<file path="src/rtl/irr_sync.sv">
// irr_sync: interrupt request register for an 8259A-compatible controller.
// Captures N_CH request lines and supports per-channel edge/level triggering,
// output-only masking and sticky edge overrun flags. Requests are cleared by
// acknowledge or by clear_all (controller re-initialisation).
// Optional macro IRR_SYNC_EN: inserts a 2-flop synchroniser on every ir_in
// line, which adds two cycles of capture latency.
module irr_sync #(
  parameter  int N_CH  = 8,
  localparam int IDX_W = $clog2(N_CH)
) (
  input  logic             clk,
  input  logic             reset,
  input  logic [N_CH-1:0]  ir_in,
  input  logic [N_CH-1:0]  ltim,
  input  logic [N_CH-1:0]  imr,
  input  logic             ack_valid,
  input  logic [IDX_W-1:0] ack_idx,
  input  logic             clear_all,
  output logic [N_CH-1:0]  irr,
  output logic [N_CH-1:0]  irr_masked,
  output logic             interrupt_exists,
  output logic [N_CH-1:0]  overrun
);

  logic [N_CH-1:0] ir_s;       // conditioned request inputs
  logic [N_CH-1:0] ir_d_r;     // ir_s one cycle earlier, for edge detection
  logic [N_CH-1:0] ltim_q_r;   // trigger mode currently in force
  logic [N_CH-1:0] irr_r;
  logic [N_CH-1:0] ovr_r;
  logic [N_CH-1:0] irr_nxt_s;
  logic [N_CH-1:0] ovr_nxt_s;
  logic [N_CH-1:0] ack_hit_s;  // one-hot decode of the acknowledged channel
  logic [N_CH-1:0] rise_s;

`ifdef IRR_SYNC_EN
  logic [N_CH-1:0] sync1_r;
  logic [N_CH-1:0] sync2_r;

  // Two-flop synchroniser for pins that are asynchronous to clk.
  always_ff @(posedge clk or posedge reset) begin
    if (reset) begin
      sync1_r <= {N_CH{1'b0}};
      sync2_r <= {N_CH{1'b0}};
    end else begin
      sync1_r <= ir_in;
      sync2_r <= sync1_r;
    end
  end

  assign ir_s = sync2_r;
`else
  assign ir_s = ir_in;
`endif

  assign rise_s = ir_s & ~ir_d_r;

  // Decode the acknowledge; an out-of-range index matches no channel.
  always_comb begin
    ack_hit_s = {N_CH{1'b0}};
    for (int i = 0; i < N_CH; i++) begin
      if (ack_valid && (ack_idx == IDX_W'(i))) begin
        ack_hit_s[i] = 1'b1;
      end else begin
        ack_hit_s[i] = 1'b0;
      end
    end
  end

  // Per-channel next request/overrun state, highest-precedence event first.
  always_comb begin
    irr_nxt_s = irr_r;
    ovr_nxt_s = ovr_r;
    for (int i = 0; i < N_CH; i++) begin
      if (clear_all) begin
        irr_nxt_s[i] = 1'b0;
        ovr_nxt_s[i] = 1'b0;
      end else if (ltim[i] != ltim_q_r[i]) begin
        // Mode change: drop anything pending, new mode applies next cycle.
        irr_nxt_s[i] = 1'b0;
        ovr_nxt_s[i] = 1'b0;
      end else if (ltim_q_r[i]) begin
        // Level mode follows the input; an ack blanks it for one cycle.
        irr_nxt_s[i] = ir_s[i] & ~ack_hit_s[i];
        ovr_nxt_s[i] = 1'b0;
      end else if (rise_s[i]) begin
        // A fresh edge always registers; it overruns only an unacked request.
        irr_nxt_s[i] = 1'b1;
        ovr_nxt_s[i] = ack_hit_s[i] ? 1'b0 : (ovr_r[i] | irr_r[i]);
      end else if (ack_hit_s[i]) begin
        irr_nxt_s[i] = 1'b0;
        ovr_nxt_s[i] = 1'b0;
      end else begin
        irr_nxt_s[i] = irr_r[i];
        ovr_nxt_s[i] = ovr_r[i];
      end
    end
  end

  // Edge history and mode register; ir_d always reloads so that clear_all
  // and mode changes leave no stale edge behind.
  always_ff @(posedge clk or posedge reset) begin
    if (reset) begin
      ir_d_r   <= {N_CH{1'b0}};
      ltim_q_r <= {N_CH{1'b0}};
    end else begin
      ir_d_r   <= ir_s;
      ltim_q_r <= ltim;
    end
  end

  // Request and overrun state registers.
  always_ff @(posedge clk or posedge reset) begin
    if (reset) begin
      irr_r <= {N_CH{1'b0}};
      ovr_r <= {N_CH{1'b0}};
    end else begin
      irr_r <= irr_nxt_s;
      ovr_r <= ovr_nxt_s;
    end
  end

  assign irr              = irr_r;
  assign overrun          = ovr_r;
  assign irr_masked       = irr_r & ~imr;
  assign interrupt_exists = |irr_masked;

endmodule

</file>
<file path="config.mk">
export PLATFORM = sky130hd
export DESIGN_NAME = irr_sync
export DESIGN_NICKNAME = d
export VERILOG_FILES = /design/src/rtl/irr_sync.sv
export SDC_FILE = /design/constraint.sdc
export NUM_CORES = 1
export LEC_CHECK = 0
export CELL_PAD_IN_SITES_DETAIL_PLACEMENT = 2
export CELL_PAD_IN_SITES_GLOBAL_PLACEMENT = 2
export CORE_MARGIN = 8
export CORE_UTILIZATION = 27
export CTS_BUF_LIST = sky130_fd_sc_hd__clkbuf_8
export DETAILED_ROUTE_END_ITERATION = 6
export GPL_ROUTABILITY_DRIVEN = 1
export GPL_TIMING_DRIVEN = 0
export PLACE_DENSITY_LB_ADDON = 0.1
export SLEW_MARGIN = 20
export SYNTH_ARGS = -nofsm -noshare
export SYNTH_HDL_FRONTEND = slang
export SYNTH_SLANG_ARGS = --single-unit
</file>
<file path="constraint.sdc">
create_clock -name clk -period 1.4 [get_ports clk]
set_clock_uncertainty 0.1 [all_clocks]
set_input_delay 0.21 -clock clk [delete_from_list [all_inputs] [get_ports clk]]
set_output_delay 0.21 -clock clk [all_outputs]
set_load 0.005 [all_outputs]
</file>
# == Yosys cells after proc, flatten, opt, wreduce, memory -nomap -nowiden ==
# Cells that the tools add are included.
# word_totals
register_bits,32
# op_classes
eq_ne,15
muxes,88
n_bitwise,28
reduce_logical,18
# op_table
op,count
1-bit 2-to-1 mux,88
5-bit nonzero test,8
8-bit bitwise AND,2
8-bit NOT,2
3-bit equality test (second input constant),4
1-bit bitwise AND,8
1-bit logical AND,8
1-bit inequality test,8
1-bit NOT,8
1-bit OR,8
8-bit OR reduction,1
3-bit by 2-bit equality test with 1-bit output (second input constant),2
3-bit by 1-bit equality test with 1-bit output (second input constant),1
3-bit logical NOT,1

# == Logic depth before layout (Yosys ltp) ==
# Gate-level depths: netlist (run 1).
# depth
ltp_word,8
mapped_depth,4
depth_no_buf,3

# == Worst setup path before layout (run 1) ==
# No wires, ideal clock.
# synth_path
path_kind,register -> output
from,"register irr_r[3], in the netlist irr[3]"
to,output interrupt_exists
arrival_ns,0.888
t_required_ns,1.090
slack_ns,0.202
stages_incl_launch_ff,4
path_buffers,0
cell_sequence,dfrtp_1 nor2b_1 nor4_1 nand2_1
# synth_between
elab_chain_len,2
# synth_lines
item,line_no,text
"start, declared",28,logic [N_CH-1:0] irr_r;
"start signal, assigned",114,irr_r <= {N_CH{1'b0}};
"start signal, assigned",117,irr_r <= irr_nxt_s;
8-bit bitwise AND,124,assign irr_masked = irr_r & ~imr;
named net irr_masked[3],20,"output logic [N_CH-1:0] irr_masked,"
8-bit OR reduction,125,assign interrupt_exists = |irr_masked;
"end, declared",21,"output logic interrupt_exists,"
# The timed path passes the listed nets, and every way through them passes these cells.

# == Worst setup path in the final report (run 1) ==
# layout_path
from,"register irr_r[4], in the netlist irr[4]"
to,output interrupt_exists
# layout_between
elab_chain_len,2
# layout_lines
item,line_no
8-bit bitwise AND,124
8-bit OR reduction,125
# No other way between the ends.

==> results.json, run 1 <==
{
  "seqPwrFrac_pct": 44.6,
  "start_util_pct": 27.6,
  "placeableCoreArea_mm2": 0.00501,
  "syn_nets": 153,
  "cp-start-kind": "flop",
  "slew_violations": 0,
  "slowest_stage": "dfrtp_1",
  "synth_area_mm2": 0.00138,
  "end_kind": "output port",
  "core.rowCount": 26,
  "syn_area_per_cell_um2": 11.3,
  "io_pins": 56,
  "die_area_mm2": 0.00767,
  "area_delta_synth_final_pct": 63.1,
  "cp.required_ns": 1.09,
  "cts.sinks": 32,
  "yosysTopAreaCellShare_pct": 57.9,
  "worst_pin_slew_ns": 0.706,
  "critPathMaxFanout": 2,
  "power_density_mw_per_mm2": 974,
  "fin_ws_ns": -0.257,
  "slew_headroom_pct": 52.9,
  "violations": "negative setup slack",
  "p_switching_w": 0.000535,
  "synth.distinct_cells": 18,
  "grt_pass1_wl_um": 7720,
  "cts_made_buffers": 5,
  "worst-setup-path-type": "flop to output port",
  "hpwl_um": 3580,
  "power.share.combinational_pct": 15.1,
  "ir_drop_uv": 552,
  "grt_pass1_vias": 1540,
  "routed_wl_um": 4850,
  "dr.first_iter.drc_count": 27,
  "outcome": "complete, but fails checks",
  "async_flop_share_pct": 100,
  "first_pass_iters": 4,
  "ys_ff_latch": 32,
  "hold_viol": 0,
  "internal_power_w": 0.00166,
  "fillers": 547,
  "synth.most_common_cell": "dfrtp_1",
  "layout-drive-gt1-share_pct": 27.8,
  "htree_levels": 2,
  "port_buffers": 54,
  "setup_violations": 1,
  "synth_edf_count": 0,
  "grt_max_degree": 33,
  "crit_arrival_ns": 1.35,
  "ys_warn_count": 0,
  "antenna_found_initial": 0,
  "rsz0062_at_grt": "yes",
  "maxCapViolations": 0,
  "fp.dieW_um": 87.6,
  "clk_pin_slew_ns": 0.08,
  "groute.usage.overall_pct": 13.1,
  "finalCritPeriodShare_pct": 118,
  "finalNetCount": 228,
  "synth.area.top_cells": "dfrtp_1 58%, nor4_2 7.2%, a31oi_1 3.6%, and3_1 3.6%, nor2b_1 3.6%",
  "swShare_pct": 24.3,
  "min_period_ns": 1.66,
  "yosysSeqAreaShare_pct": 57.9,
  "vias_per_cell": 4.84,
  "yosys.area.top_type": "dfrtp_1",
  "synth_cells": 122,
  "vias": 1296,
  "synthTopCellsByCount": "32 x dfrtp_1, 11 x inv_1, 9 x nor2_1",
  "routedWlPerCell_um": 18.1,
  "p_leak_nw": 1.04,
  "cts_root_buf": "clkbuf_8",
  "power_frac_clock_pct": 40.3,
  "hold_path.class": "input pin to flop",
  "finalWeightedCongestion": 0.688,
  "antenna_left": 0,
  "route.detailed.drc": 0,
  "synth_flop_cell": "dfrtp_1",
  "worstPathCellList": "nor2b_4 -> nor4_4 -> nand2_1 -> buf_2",
  "preCtsSetupSlack_ns": -0.736,
  "max_stage_delay_ns": 0.38,
  "hold_slack_ns": 0.126,
  "grt_overflow_total": 0,
  "clockBufferDepth": 2,
  "fmax_ghz": 0.604,
  "clock_latency_ns": 0.28,
  "fp.dieH_um": 87.6,
  "finalSetupTns_ns": -0.257,
  "cts_tree": "done",
  "n_antenna_cell": 0
}
==> timing repair <==
item                       4_1_cts  5_1_grt
hold buffers                     0        0
gates resized for setup         48       25
setup endpoints to repair       25       15
setup buffers                    8        6
pin swaps                        2        0
==> power by group through the flow <==
stage               sequential, W  combinational, W  clock (W)
finish                   0.000981          0.000331   0.000885
global route             0.000984          0.000362   0.000958
CTS                      0.000980          0.000317   0.000912
detailed placement        0.00100          0.000294          0
global placement          0.00100          0.000282          0
floorplan                0.000998          0.000104          0
==> cells by family after synthesis <==
family	synth area share, %
buffers and inverters	4.62
and+or+nand+nor	22.0
DFF	57.9
AOI/OAI and AO/OA	15.5
==> worst paths after layout <==
kind                                       startpoint                      to  slack, ns  cells past startpoint
worst max-delay path               irr[4]$_DFFE_PP0P_        interrupt_exists      -0.26                      4
worst min register to register  ltim_q_r[4]$_DFF_PP0_  overrun[4]$_DFFE_PP0P_       0.37                      1
worst max register to register     irr[7]$_DFFE_PP0P_  overrun[7]$_DFFE_PP0P_       0.27                      4
max in group asynchronous                       reset     ir_d_r[0]$_DFF_PP0_       0.47                      2
worst min-delay path                        clear_all  overrun[7]$_DFFE_PP0P_       0.13                      3
min in group asynchronous                       reset   ltim_q_r[6]$_DFF_PP0_       0.27                      2
==> layer usage <==
metal	up-vias	track usage [%]	routed length, µm
met5	-	0	0
met4	0	4.06	48
met3	4	5.82	360
met2	41	22.9	2500
met1	651	13.8	1940
li1	600	-	-
==> state kept, by name, indices dropped and copies added, names as in the netlist <==
| signal | count |
|---|---|
| ir_d_r | 8 |
| irr | 8 |
| ltim_q_r | 8 |
| overrun | 8 |
==> placed cells by master (no fill, tap or decap), types with 2 or more instances in the layout <==
cell type | synthesis | routed
dfrtp_1 | 32 | 32
clkdlybuf4s50_1 | 0 | 29
buf_4 | 0 | 12
inv_1 | 11 | 10
nor4_2 | 8 | 9
nor2b_4 | 1 | 9
nor2_1 | 9 | 9
dlygate4sd2_1 | 0 | 9
clkbuf_2 | 0 | 9
a31oi_1 | 8 | 8
and3_1 | 8 | 8
a21oi_1 | 8 | 8
nand3_1 | 8 | 8
o22ai_1 | 8 | 8
clkdlybuf4s15_1 | 0 | 6
clkbuf_8 | 0 | 5
buf_6 | 2 | 4
a31o_1 | 4 | 4
a41o_1 | 2 | 2
==> worst max-delay path: cells and delay by family, from the launching register on <==
family / cells / cell delay [ns]
buf+inv: 1 / 0.13
flops: 1 / 0.38
simple gates: 3 / 0.56
==> per-stage QoR <==
stage               power (W)  instance area (µm²)  utilization [%]  cells
finish                0.00220                 2250             45.0    268
global route          0.00230                 2250             45.0    268
CTS                   0.00221                 2220             44.3    262
detailed placement    0.00130                 2010             40.1    246
global placement      0.00128                 2010             40.1    246
floorplan             0.00110                 1380                -    122
==> cell type report <==
type / instances / area [µm²] / area share [%]
inverter: 11 / 41.3 / 1.83
timing repair buffer: 68 / 592 / 26.2
multi-input combinational: 77 / 599 / 26.6
tap: 70 / 87.6 / 3.88
clock inverter: 3 / 42.5 / 1.89
buffer: 2 / 22.5 / 0.999
sequential: 32 / 801 / 35.5
clock buffer: 5 / 68.8 / 3.05
Power figures use the tool's default switching activity.
==> inputs of run 2 (changes only) <==
Settings changed: CORE_UTILIZATION 27 to 25, CTS_BUF_LIST sky130_fd_sc_hd__clkbuf_8 to sky130_fd_sc_hd__clkbuf_16.
==> results.json, run 2 (synthesis results as in run 1) <==
{
  "outcome": "complete, but fails checks",
  "violations": "negative setup slack",
  "hold_viol": 0,
  "clk_pin_slew_ns": 0.05,
  "fp.dieW_um": 90.4,
  "finalWeightedCongestion": 0.717,
  "routed_wl_um": 4900,
  "vias_per_cell": 4.82,
  "dr.max_layer_used": "met4",
  "grt_pass1_wl_um": 8070,
  "worst_pin_slew_ns": 0.690,
  "power_density_mw_per_mm2": 1010,
  "htree_levels": 2,
  "vias": 1301,
  "worst-setup-path-type": "input pin to output port",
  "most-common-layout-cells": "32 x dfrtp_1, 29 x clkdlybuf4s50_1, 14 x buf_4",
  "cp_top_family": "buffers and inverters",
  "antenna_found_initial": 0,
  "dr.first_iter.drc_count": 78,
  "antenna_left": 0,
  "layout_commonest_cell": "dfrtp_1",
  "grt_max_degree": 33,
  "cp.required_ns": 1.09,
  "end_kind": "output port",
  "wl_met1_um": 1940,
  "start_util_pct": 25.4,
  "maxCapViolations": 0,
  "area_delta_synth_final_pct": 64.7,
  "fillers": 575,
  "worstPathCellList": "clkdlybuf4s50_1 -> nor2b_4 -> nor4_4 -> nand2_1 -> buf_2",
  "first_pass_iters": 3,
  "critPathMaxFanout": 2,
  "core.rowCount": 27,
  "fp.dieH_um": 90.4,
  "slowest_stage": "clkdlybuf4s50_1",
  "cts_tree": "done",
  "clockBufferDepth": 2,
  "p_leak_nw": 1.07,
  "instances_no_fill": 270,
  "fmax_ghz": 0.628,
  "layout-drive-gt1-share_pct": 24.7,
  "max_stage_delay_ns": 0.52,
  "finalNetCount": 228,
  "cts.sinks": 32,
  "fin_ws_ns": -0.193,
  "place_inst": 248,
  "hold_path.class": "input pin to flop",
  "route.detailed.drc": 0,
  "crit_arrival_ns": 1.28,
  "total_power_w": 0.00230,
  "die_area_mm2": 0.00817,
  "clock_latency_ns": 0.27,
  "cp-start-kind": "input pin",
  "groute.usage.overall_pct": 12.4,
  "cts_made_buffers": 5,
  "placeableCoreArea_mm2": 0.00544,
  "grt_pass1_vias": 1484,
  "slew_violations": 0,
  "setup_violations": 2,
  "cp_num_buf_inv": 2,
  "finalSetupTns_ns": -0.283,
  "min_period_ns": 1.59,
  "routed-wl-met2_um": 2670,
  "route.met3.wl_um": 238,
  "hpwl_um": 3750,
  "n_antenna_cell": 0,
  "slew_headroom_pct": 53.9,
  "routedWlPerCell_um": 18.2,
  "rsz0062_at_grt": "yes",
  "io_pins": 56,
  "ir_drop_uv": 395,
  "hold_buffers": 0,
  "finalCritPeriodShare_pct": 114,
  "grt_overflow_total": 0,
  "port_buffers": 54,
  "cts_root_buf": "clkbuf_16"
}
[run 2: area by class of cell]
| type | count | area, µm² | share of cell area (%) |
|---|---|---|---|
| multi-input combinational | 77 | 589 | 25.9 |
| buffer | 2 | 22.5 | 0.989 |
| clock buffer | 5 | 125 | 5.49 |
| tap | 72 | 90.1 | 3.96 |
| sequential | 32 | 801 | 35.2 |
| clock inverter | 3 | 11.3 | 0.495 |
| inverter | 11 | 41.3 | 1.81 |
| timing repair buffer | 68 | 597 | 26.2 |
[run 2: worst min-delay path, cell delays in order]
cell	delay [ns]
buf_6	0.10
a41o_2	0.12
nor4_2	0.04
[run 2: timing repair]
item                                    in CTS  in global routing
endpoints found under the setup margin      25                 14
setup buffers                                9                  5
pin swaps                                    2                  2
gates resized for setup                     42                 22
hold endpoints to repair                     0                  0
[run 2: worst paths after layout]
path / start / endpoint / slack, ns / depth (start not counted)
worst max-delay path: imr[3] / interrupt_exists / -0.19 / 5
worst min-delay path: clear_all / overrun[7]$_DFFE_PP0P_ / 0.14 / 3
worst max register to register: irr[2]$_DFFE_PP0P_ / overrun[2]$_DFFE_PP0P_ / 0.27 / 4
worst min register to register: ltim_q_r[6]$_DFF_PP0_ / overrun[6]$_DFFE_PP0P_ / 0.36 / 1
max in group asynchronous: reset / irr[6]$_DFFE_PP0P_ / 0.48 / 2
min in group asynchronous: reset / ir_d_r[1]$_DFF_PP0_ / 0.28 / 2
[run 2: report_power, final]
group / total [W] / internal (W) / leakage [nW] / switching (W)
clock: 0.000988 / 0.000637 / 0.0738 / 0.000351
combinational: 0.000329 / 0.000174 / 0.587 / 0.000155
sequential: 0.000982 / 0.000962 / 0.407 / 0.0000196
[run 2: stage by stage]
step | util [%] | hold WS (ns) | worst slack [ns] | area [µm²]
6_report | 41.9 | 0.145 | -0.193 | 2280
5_1_grt | 41.9 | 0.155 | -0.271 | 2280
4_1_cts | 41.1 | 0.145 | -0.211 | 2240
3_5_place_dp | 37.0 | 0.357 | -0.580 | 2010
3_3_place_gp | 37.0 | 0.345 | -0.599 | 2010
2_1_floorplan | - | 0.141 | 0.202 | 1380
[run 2: per-layer routing]
layer / vias up / track usage [%]
li1: 602 / -
met1: 663 / 13.3
met2: 31 / 22.3
met3: 5 / 4.66
met4: 0 / 3.33
met5: - / 0
==> RTL change: new RTL, config.mk and constraints of run 1 <==
Set the parameter `N_CH` to 4 (it was 8).
--- a/src/rtl/irr_sync.sv
+++ b/src/rtl/irr_sync.sv
@@ -6,5 +6,5 @@
 // line, which adds two cycles of capture latency.
 module irr_sync #(
-  parameter  int N_CH  = 8,
+  parameter  int N_CH  = 4,
   localparam int IDX_W = $clog2(N_CH)
 ) (
Interface: changed (7 resized); port bits go from 56 to 31. No check against the original RTL was run, so the function may have changed too.
==> RTL change against run 1 <==
  * The run still ends with negative setup slack left
  * Cell area decreased by 52%
  * Synthesized area decreased by 51%
  * Critical endpoint unchanged
  * Routed wire length decreased by 55%
  * Sequential cell count decreased by 16
  * Core utilization decreased by 0.30 points
  * Worst setup slack got worse by 0.058 ns
  * Via count decreased by 50%
  * Total power decreased by 55%
==> RTL change: results (changes against run 1) <==
WHS=0.1602 ns (+0.03452 ns); status=finished, violations left; total track usage=10.40% (-2.7 points); Seq/Total Area, Yosys=59.48% (+1.6 points); Worst Hold Depth=2 (-1); Detailed Route Iter0 Violations=8 (-70%); vias in the first global route=750 (-51%); clk_lat worst skew=0.24 ns (-0.04 ns); Placed Area=0.001001 sq mm (-50%); Final nets=119 (-48%); commonest cells in the synthesized netlist=dfrtp_1, inv_1; first-pass GRT wire length=3505 um (-55%); worst hold endpoint=irr[0]$_DFFE_PP0P_; r2r startpoint=irr[2]$_DFFE_PP0P_; Rel. slew slack=57.20% (+4.3 points); wirelength, routed=2174 um (-55%); TritonCTS Buffers=3 (-2); VDD IR-drop max=0.0005266 V (-4.6%); largest net degree at the start of global routing=17 (-48%); Via Count=654 (-50%); met2 usage=18.03% (-4.8 points); Netlist cell types=15 (-3); Final Setup Violations=1 (unchanged); final worst slack=-0.3147 ns (-0.05782 ns); Reg clk slew, reported paths=0.06 ns (-0.02 ns); Static Leak=0.5459 nW (-48%); Final Wtd Congestion=0.7342 (+6.7%); met1 usage=11.11% (-2.7 points); Synth Net Count=79 (-48%); share of cells above drive strength 1=21.21% (-6.6 points); port bufs=29 (-46%); critical path arrival=1.40 ns (+0.05 ns); synth top area cells=dfrtp_1, nor2b_4, inv_1; violated checks=negative setup slack; Post-DP HPWL=1660 um (-54%); htree depth=1 (-1); Root Driver=clkbuf_8
-- RTL change: worst max-delay path, stage by stage (launching register included) --
cell	delay, ns
dfrtp_1	0.38
nor2b_4	0.13
or4_4	0.53
buf_6	0.13
-- RTL change: worst max-delay path by stage --
stage / startpoint / endpoint
after detailed placement: imr[0] / interrupt_exists
final: irr[2]$_DFFE_PP0P_ / interrupt_exists
after CTS: irr[2]$_DFFE_PP0P_ / interrupt_exists
after global routing: irr[2]$_DFFE_PP0P_ / interrupt_exists
after floorplan: irr[0]$_DFFE_PP0P_ / interrupt_exists
after global placement: imr[0] / interrupt_exists
-- RTL change: metal layers --
| metal | share of wire [%] | vias up |
|---|---|---|
| met3 | 8.0 | 4 |
| met2 | 52 | 25 |
| met4 | 1.4 | 0 |
| met1 | 39 | 324 |
| met5 | 0 | - |
| li1 | - | 301 |
-- RTL change: logic make-up after synthesis --
group / Yosys count / share of synthesized area (%)
AO/OA/AOI/OAI: 16 / 15.61
buffers and inverters: 8 / 4.647
flip-flops: 16 / 59.48
AND/OR/NAND/NOR: 21 / 20.26
-- RTL change: report_power, final --
part / internal [mW] / switching (mW) / total (mW)
clock: 0.190 / 0.145 / 0.335
sequential: 0.480 / 0.00915 / 0.489
combinational: 0.0873 / 0.0685 / 0.156
-- RTL change: metrics by stage --
stage	power (mW)	instances	setup WS, ns	util [%]	setup TNS (ns)
2_1_floorplan	0.5488	61	0.04378	-	0
3_3_place_gp	0.6425	120	-0.6479	41.54	-1.620
3_5_place_dp	0.6477	120	-0.6604	41.54	-1.813
4_1_cts	0.9912	128	-0.3184	44.13	-0.6329
5_1_grt	1.022	129	-0.3460	44.70	-0.3460
6_report	0.9801	129	-0.3147	44.70	-0.3147
-- RTL change: cell type report --
type | count | area, sq um
plain buffers | 1 | 5.005
fillers | 257 | 1333
inverters | 7 | 26.28
clock buffers | 3 | 41.29
flip-flops and latches | 16 | 400.4
multi-input cells | 37 | 251.5
well taps | 30 | 37.54
repair buffers | 35 | 315.3
-- RTL change: what timing repair did --
action / 4_1_cts / 5_1_grt
buffers inserted: 5 / 1
resized for setup: 22 / 5
hold endpoints to repair: 0 / 0
endpoints found under the setup margin: 13 / 2
pin swaps: 1 / 0
